[config.mk]
export PLATFORM = sky130hd
export DESIGN_NAME = lc3_operate_sequencer
export DESIGN_NICKNAME = d
export VERILOG_FILES = /design/src/rtl/lc3_operate_sequencer.sv
export SDC_FILE = /design/constraint.sdc
export NUM_CORES = 1
export LEC_CHECK = 0
export BUFFER_PORTS_ARGS = -buffer_cell sky130_fd_sc_hd__buf_2
export CAP_MARGIN = 30
export CORE_MARGIN = 4
export CORE_UTILIZATION = 59
export DETAILED_ROUTE_END_ITERATION = 8
export HOLD_SLACK_MARGIN = 0.08
export MAX_ROUTING_LAYER = met4
export PLACE_DENSITY = 0.8
export SYNTH_ARGS = -nofsm -noshare
export SYNTH_HDL_FRONTEND = slang
export SYNTH_SLANG_ARGS = --single-unit
[constraint.sdc]
create_clock -name clk -period 3.3 [get_ports clk]
set_input_delay 0.495 -clock clk [delete_from_list [all_inputs] [get_ports clk]]
set_output_delay 0.495 -clock clk [all_outputs]
set_load 0.01 [all_outputs]
[src/rtl/lc3_operate_sequencer.sv]
// lc3_operate_sequencer: steers the LC-3 ALU through ADD/AND/NOT and writes results back with condition codes
module lc3_operate_sequencer (
  input  logic        clk,
  input  logic        rst,
  input  logic        instr_valid,
  input  logic [15:0] instr,
  output logic        instr_ready,
  output logic [15:0] alu_operand0,
  output logic [15:0] alu_operand2,
  output logic [4:0]  alu_operand1,
  output logic        alu_sr2mux,
  output logic [1:0]  alu_opcode,
  input  logic [15:0] alu_result,
  output logic        done,
  output logic        illegal,
  output logic [2:0]  dr,
  output logic [15:0] result,
  output logic [2:0]  nzp,
  input  logic [2:0]  dbg_addr,
  output logic [15:0] dbg_data
);
  typedef enum logic [1:0] {IDLE, DECODE, EXECUTE, WRITEBACK} state_t;
  state_t      state;
  logic [15:0] ir;
  logic [15:0] hold;
  logic [15:0] regs [8];
  logic        bad;
  logic        is_add, is_and, is_not, legal;
  logic [15:0] sr1_val, sr2_val;
  assign is_add      = ir[15:12] == 4'b0001;
  assign is_and      = ir[15:12] == 4'b0101;
  assign is_not      = ir[15:12] == 4'b1001 && ir[5:0] == 6'b111111;
  assign legal       = is_add || is_and || is_not;
  assign sr1_val     = regs[ir[8:6]];
  assign sr2_val     = regs[ir[2:0]];
  assign instr_ready = state == IDLE && !rst;
  assign dbg_data    = regs[dbg_addr];
  // Sequencer FSM; a rejected instruction lingers one extra DECODE cycle (bad) so ready returns after T2
  always_ff @(posedge clk) begin
    if (rst) begin
      state        <= IDLE;
      ir           <= '0;
      hold         <= '0;
      bad          <= 1'b0;
      for (int i = 0; i < 8; i++) regs[i] <= '0;
      alu_operand0 <= '0;
      alu_operand2 <= '0;
      alu_operand1 <= '0;
      alu_sr2mux   <= 1'b0;
      alu_opcode   <= 2'b00;
      done         <= 1'b0;
      illegal      <= 1'b0;
      dr           <= '0;
      result       <= '0;
      nzp          <= 3'b010;
    end else begin
      done    <= 1'b0;
      illegal <= 1'b0;
      case (state)
        IDLE: if (instr_valid) begin
          ir    <= instr;
          state <= DECODE;
        end
        DECODE: if (bad) begin
          bad   <= 1'b0;
          state <= IDLE;
        end else if (!legal) begin
          illegal <= 1'b1;
          bad     <= 1'b1;
        end else begin
          alu_opcode   <= is_not ? 2'b10 : is_and ? 2'b01 : 2'b00;
          alu_sr2mux   <= !is_not && ir[5];
          alu_operand0 <= is_not ? sr1_val : sr2_val;
          alu_operand2 <= sr1_val;
          alu_operand1 <= ir[4:0];
          state        <= EXECUTE;
        end
        EXECUTE: begin
          hold  <= alu_result;
          state <= WRITEBACK;
        end
        WRITEBACK: begin
          regs[ir[11:9]] <= hold;
          dr             <= ir[11:9];
          result         <= hold;
          nzp            <= hold[15] ? 3'b100 : hold == 16'h0000 ? 3'b010 : 3'b001;
          done           <= 1'b1;
          state          <= IDLE;
        end
        default: state <= IDLE;
      endcase
    end
  end
endmodule

==> metrics.md <==
| Metric | Value |
|---|---|
| Outcome | completed |
| Leakage Power | 4.90 nW |
| Post-route antenna net violation count | 0 |
| Die width | 148 um |
| Final wirelength | 30.2 mm |
| Post-DP Area | 0.0123 mm^2 |
| Chip Height | 148 um |
| CTS Buf Count | 25 |
| P_sw | 1.64 mW |
| Diode count | 0 |
| Multiplexer share of the synthesized area | 0.241 |
| Top FF cell, synth | edfxtp_1 |
| CTS Sinks | 232 |
| Post-synth EDFFs | 128 |
| Final HPWL DP | 19.7 mm |
| Period utilization | 0.732 |
| MaxCap Viol Count | 0 |
| Residual DRC count | 0 |
| #FFs+latches synth | 232 |
| Worst Hold Depth | 3 |
| Crit path max fanout | 3 |
| Clk Latency, worst-skew pair | 530 ps |
| Worst R2R Path Depth | 5 |
| Via count | 8,176 |
| WL/cell | 23.3 um |
| CP cell instances | mux4_2 > mux2_2 > buf_2 |
| Post-synthesis adder-cell area fraction | 0 |
| Worst-case hold path end point | ir[12]$_SDFFE_PP0P_ |
| RD Place Congestion | 0.903 |
| Peak supply drop | 0.000386 V |
| Worst Tran Pin Value | 851 ps |
| Cell Int Power | 5.11 mW |
| CTS max path bufs | 3 |
| Drt via density | 6.31 |
| Nets@finish | 1,056 |
| CTS tree | built |
| Max stage delay cell, worst path | mux4_2 |
| Worst EP arrival | 1920 ps |
| Setup-failing EPs final | 0 |
| Largest net degree at the start of global routing | 44 |
| Vias in the first global route | 8,210 |
| Synth Area in Compound Gates | 0.0595 |
| Filler cells | 1,334 |
| CP Data Required Time | 2800 ps |
| Post-CTS Hold Fix Bufs | 0 |
| Post-CTS Setup Inserts | 0 |
| Initial Utilization | 0.607 |
| First-pass GRT wire length | 47.3 mm |
| RSZ-0062 raised after global routing | no |
| Synthesized area | 0.0115 mm^2 |
| Worst-path clk slew | 60 ps |
| Final worst clock skew | 14.7 ps |
| Drt pass-1 iters | 7 |
| Hold Crit Class | in -> reg |
| Synth Area in XOR/XNOR | 0 |
| Critical Path Start | regs[7][10]$_SDFFCE_PN0P_ |
| CP peak stage delay | 500 ps |
| Comb power frac | 0.112 |
| Flop pwr share | 0.481 |
| Antenna violations before repair | 0 |
| DR iter-0 viols | 789 |
| Critical path class | reg -> out |
| CTS Root Cell | clkbuf_16 |
| Fin. max-slew vios | 0 |
| Die ar. | 0.0218 mm^2 |
| Total gr overflow | 0 |
| Setup crit end kind | output pin |
| Netlist cell types | 46 |
| Post-Synth Simple-Gate Area | 0.150 |
| Ys Warns | 0 |
| Port-buffer cells | 118 |
| IO Count | 119 |
| Post-synthesis cell count | 924 |
| Final worst path period need | 2410 ps |
| R2r endpoint | regs[4][12]$_SDFFCE_PN0P_ |
| Layout cells sized above 1 | 0.337 |
| Synthesized Nets | 962 |
| Hold_sp | instr[12] |
| Row Count | 50 |
| Pwr per Cell Area | 513 mW/mm^2 |
| Area Growth Syn to Fin | 14.2% |
| Largest family of logic cells by synthesized area | multiplexers |
| Syn Area/Cell | 12.5 um^2 |
| Setup TNS | 0 ps |
| Final hold slack | 191 ps |
| Switch share | 0.243 |
| Clock share of power | 0.407 |
| Core ar. | 0.0190 mm^2 |
| Slew Limit Headroom | 0.432 |
| F_max | 414 MHz |
| Final hold vios | 0 |
| All-Layer GR Usage | 0.288 |
| Reg2Reg Launch Point | state[0]$_SDFFE_PP0P_ |
| Resize count post-CTS | 0 |
| Pwr Total | 6.74 mW |
| Reg2reg setup slack | 980 ps |
| Fin area | 0.0131 mm^2 |
| Htree depth | 1 |
| Register area share after synthesis | 0.515 |
| Critical Path Start Type | register |
| Asr flop ratio synth | 0 |
## kinds of logic (layout without fill, tap and decap cells)
| group | after synthesis | count (layout) |
|---|---|---|
| flip-flops | 232 | 232 |
| AO/OA/AOI/OAI | 119 | 119 |
| multiplexers | 152 | 152 |
| AND/OR/NAND/NOR | 332 | 332 |
| buffers and inverters | 89 | 201 |
## critical path, delay by kind of cell, from the launching register on
kind	cells	cell delay, ps
buf+inv	1	150
flops	1	430
mux	2	810
## registers in the layout, indices dropped and copies added, names as in the netlist, named ones only
signal,cells
alu_opcode,2
illegal,1
hold,16
regs,128
alu_operand1,5
alu_operand2,16
done,1
alu_sr2mux,1
nzp,2
dr,3
state,1
ir,16
result,16
alu_operand0,16
bad,1
## synth_stat cells (2+ instances only)
cell      count  area share
and2_1      130       0.071
edfxtp_1    128        0.33
nand2_1     118       0.038
dfxtp_1     104        0.18
mux4_2       96        0.19
a21oi_1      77       0.033
clkbuf_1     55       0.018
mux2_2       43       0.042
nor3_1       30       0.013
buf_2        17      0.0074
o21ai_0      14      0.0061
mux2i_1      13       0.011
nor2_1       12      0.0039
o22ai_1      10      0.0054
nand3_1       9      0.0039
buf_4         8      0.0052
nand2b_1      8      0.0043
a211oi_1      4      0.0026
clkbuf_2      4      0.0017
nor2_2        4      0.0022
nor4_1        4      0.0022
buf_1         3     0.00098
or2_2         3      0.0016
or3_1         3      0.0016
nand4_1       2      0.0011
nor2b_1       2      0.0011
o211ai_1      2      0.0013
o221ai_1      2      0.0015
o32ai_2       2      0.0028
## final cells by class
| cell class | count | area [um^2] | share of cell area |
|---|---|---|---|
| flip-flops and latches | 232 | 5930 | 0.451 |
| repair buffers | 155 | 901 | 0.0685 |
| inverters | 1 | 3.75 | 0.000285 |
| clock inverters | 10 | 75.1 | 0.00571 |
| clock buffers | 35 | 727 | 0.0553 |
| well taps | 260 | 325 | 0.0247 |
| multi-input cells | 603 | 5190 | 0.395 |
## metal layers
metal | wire, um | global-route usage
met3 | 3310 | 0.0714
met4 | 960 | 0.0839
met5 | 0 | -
met1 | 11400 | 0.372
met2 | 14500 | 0.457
## metrics by stage
stage | utilization | setup slack, ps | instances
floorplan | - | 545 | 924
global placement | 0.650 | 942 | 1250
detailed placement | 0.650 | 915 | 1250
CTS | 0.692 | 882 | 1295
global route | 0.694 | 833 | 1296
finish | 0.694 | 885 | 1296
## power by group through the flow
stage          clock network [mW]  logic (mW)  registers, mW
3_3_place_gp                    0       0.716           3.30
4_1_cts                      2.76       0.739           3.24
3_5_place_dp                    0       0.730           3.30
2_1_floorplan                   0       0.540           3.25
5_1_grt                      2.88       0.808           3.25
6_report                     2.74       0.757           3.24
## placed cells by master (no fill, tap or decap), types with 2 or more instances in the layout
master / netlist / routed
o221ai_1: 2 / 2
mux2_2: 43 / 43
o21ai_0: 14 / 8
clkbuf_8: 0 / 2
o22ai_1: 10 / 10
or3_1: 3 / 3
buf_2: 17 / 118
clkinv_1: 1 / 4
nor3_1: 30 / 30
nor2_1: 12 / 12
clkinv_2: 0 / 5
nand4_1: 2 / 2
a211oi_1: 4 / 4
nor2_2: 4 / 4
a21oi_1: 77 / 77
nor2b_1: 2 / 2
mux4_2: 96 / 96
dfxtp_1: 104 / 102
nor4_1: 4 / 4
o32ai_2: 2 / 2
mux2i_1: 13 / 13
nand3_1: 9 / 9
o21ai_1: 0 / 6
nand2b_1: 8 / 8
dfxtp_2: 0 / 2
o211ai_1: 2 / 2
clkbuf_1: 55 / 5
edfxtp_1: 128 / 128
buf_4: 8 / 35
or2_2: 3 / 3
and2_1: 130 / 130
clkbuf_16: 0 / 27
nand2_1: 118 / 118
## worst max path at each step
stage,end,slack (ps),depth (start not counted)
3_3_place_gp,dbg_data[12],940,5
5_1_grt,dbg_data[10],830,5
6_report,dbg_data[10],890,3
3_5_place_dp,dbg_data[12],910,5
2_1_floorplan,regs[6][0]$_SDFFCE_PN0P_,550,4
4_1_cts,dbg_data[10],880,5
(Power assumes the default switching activity.)
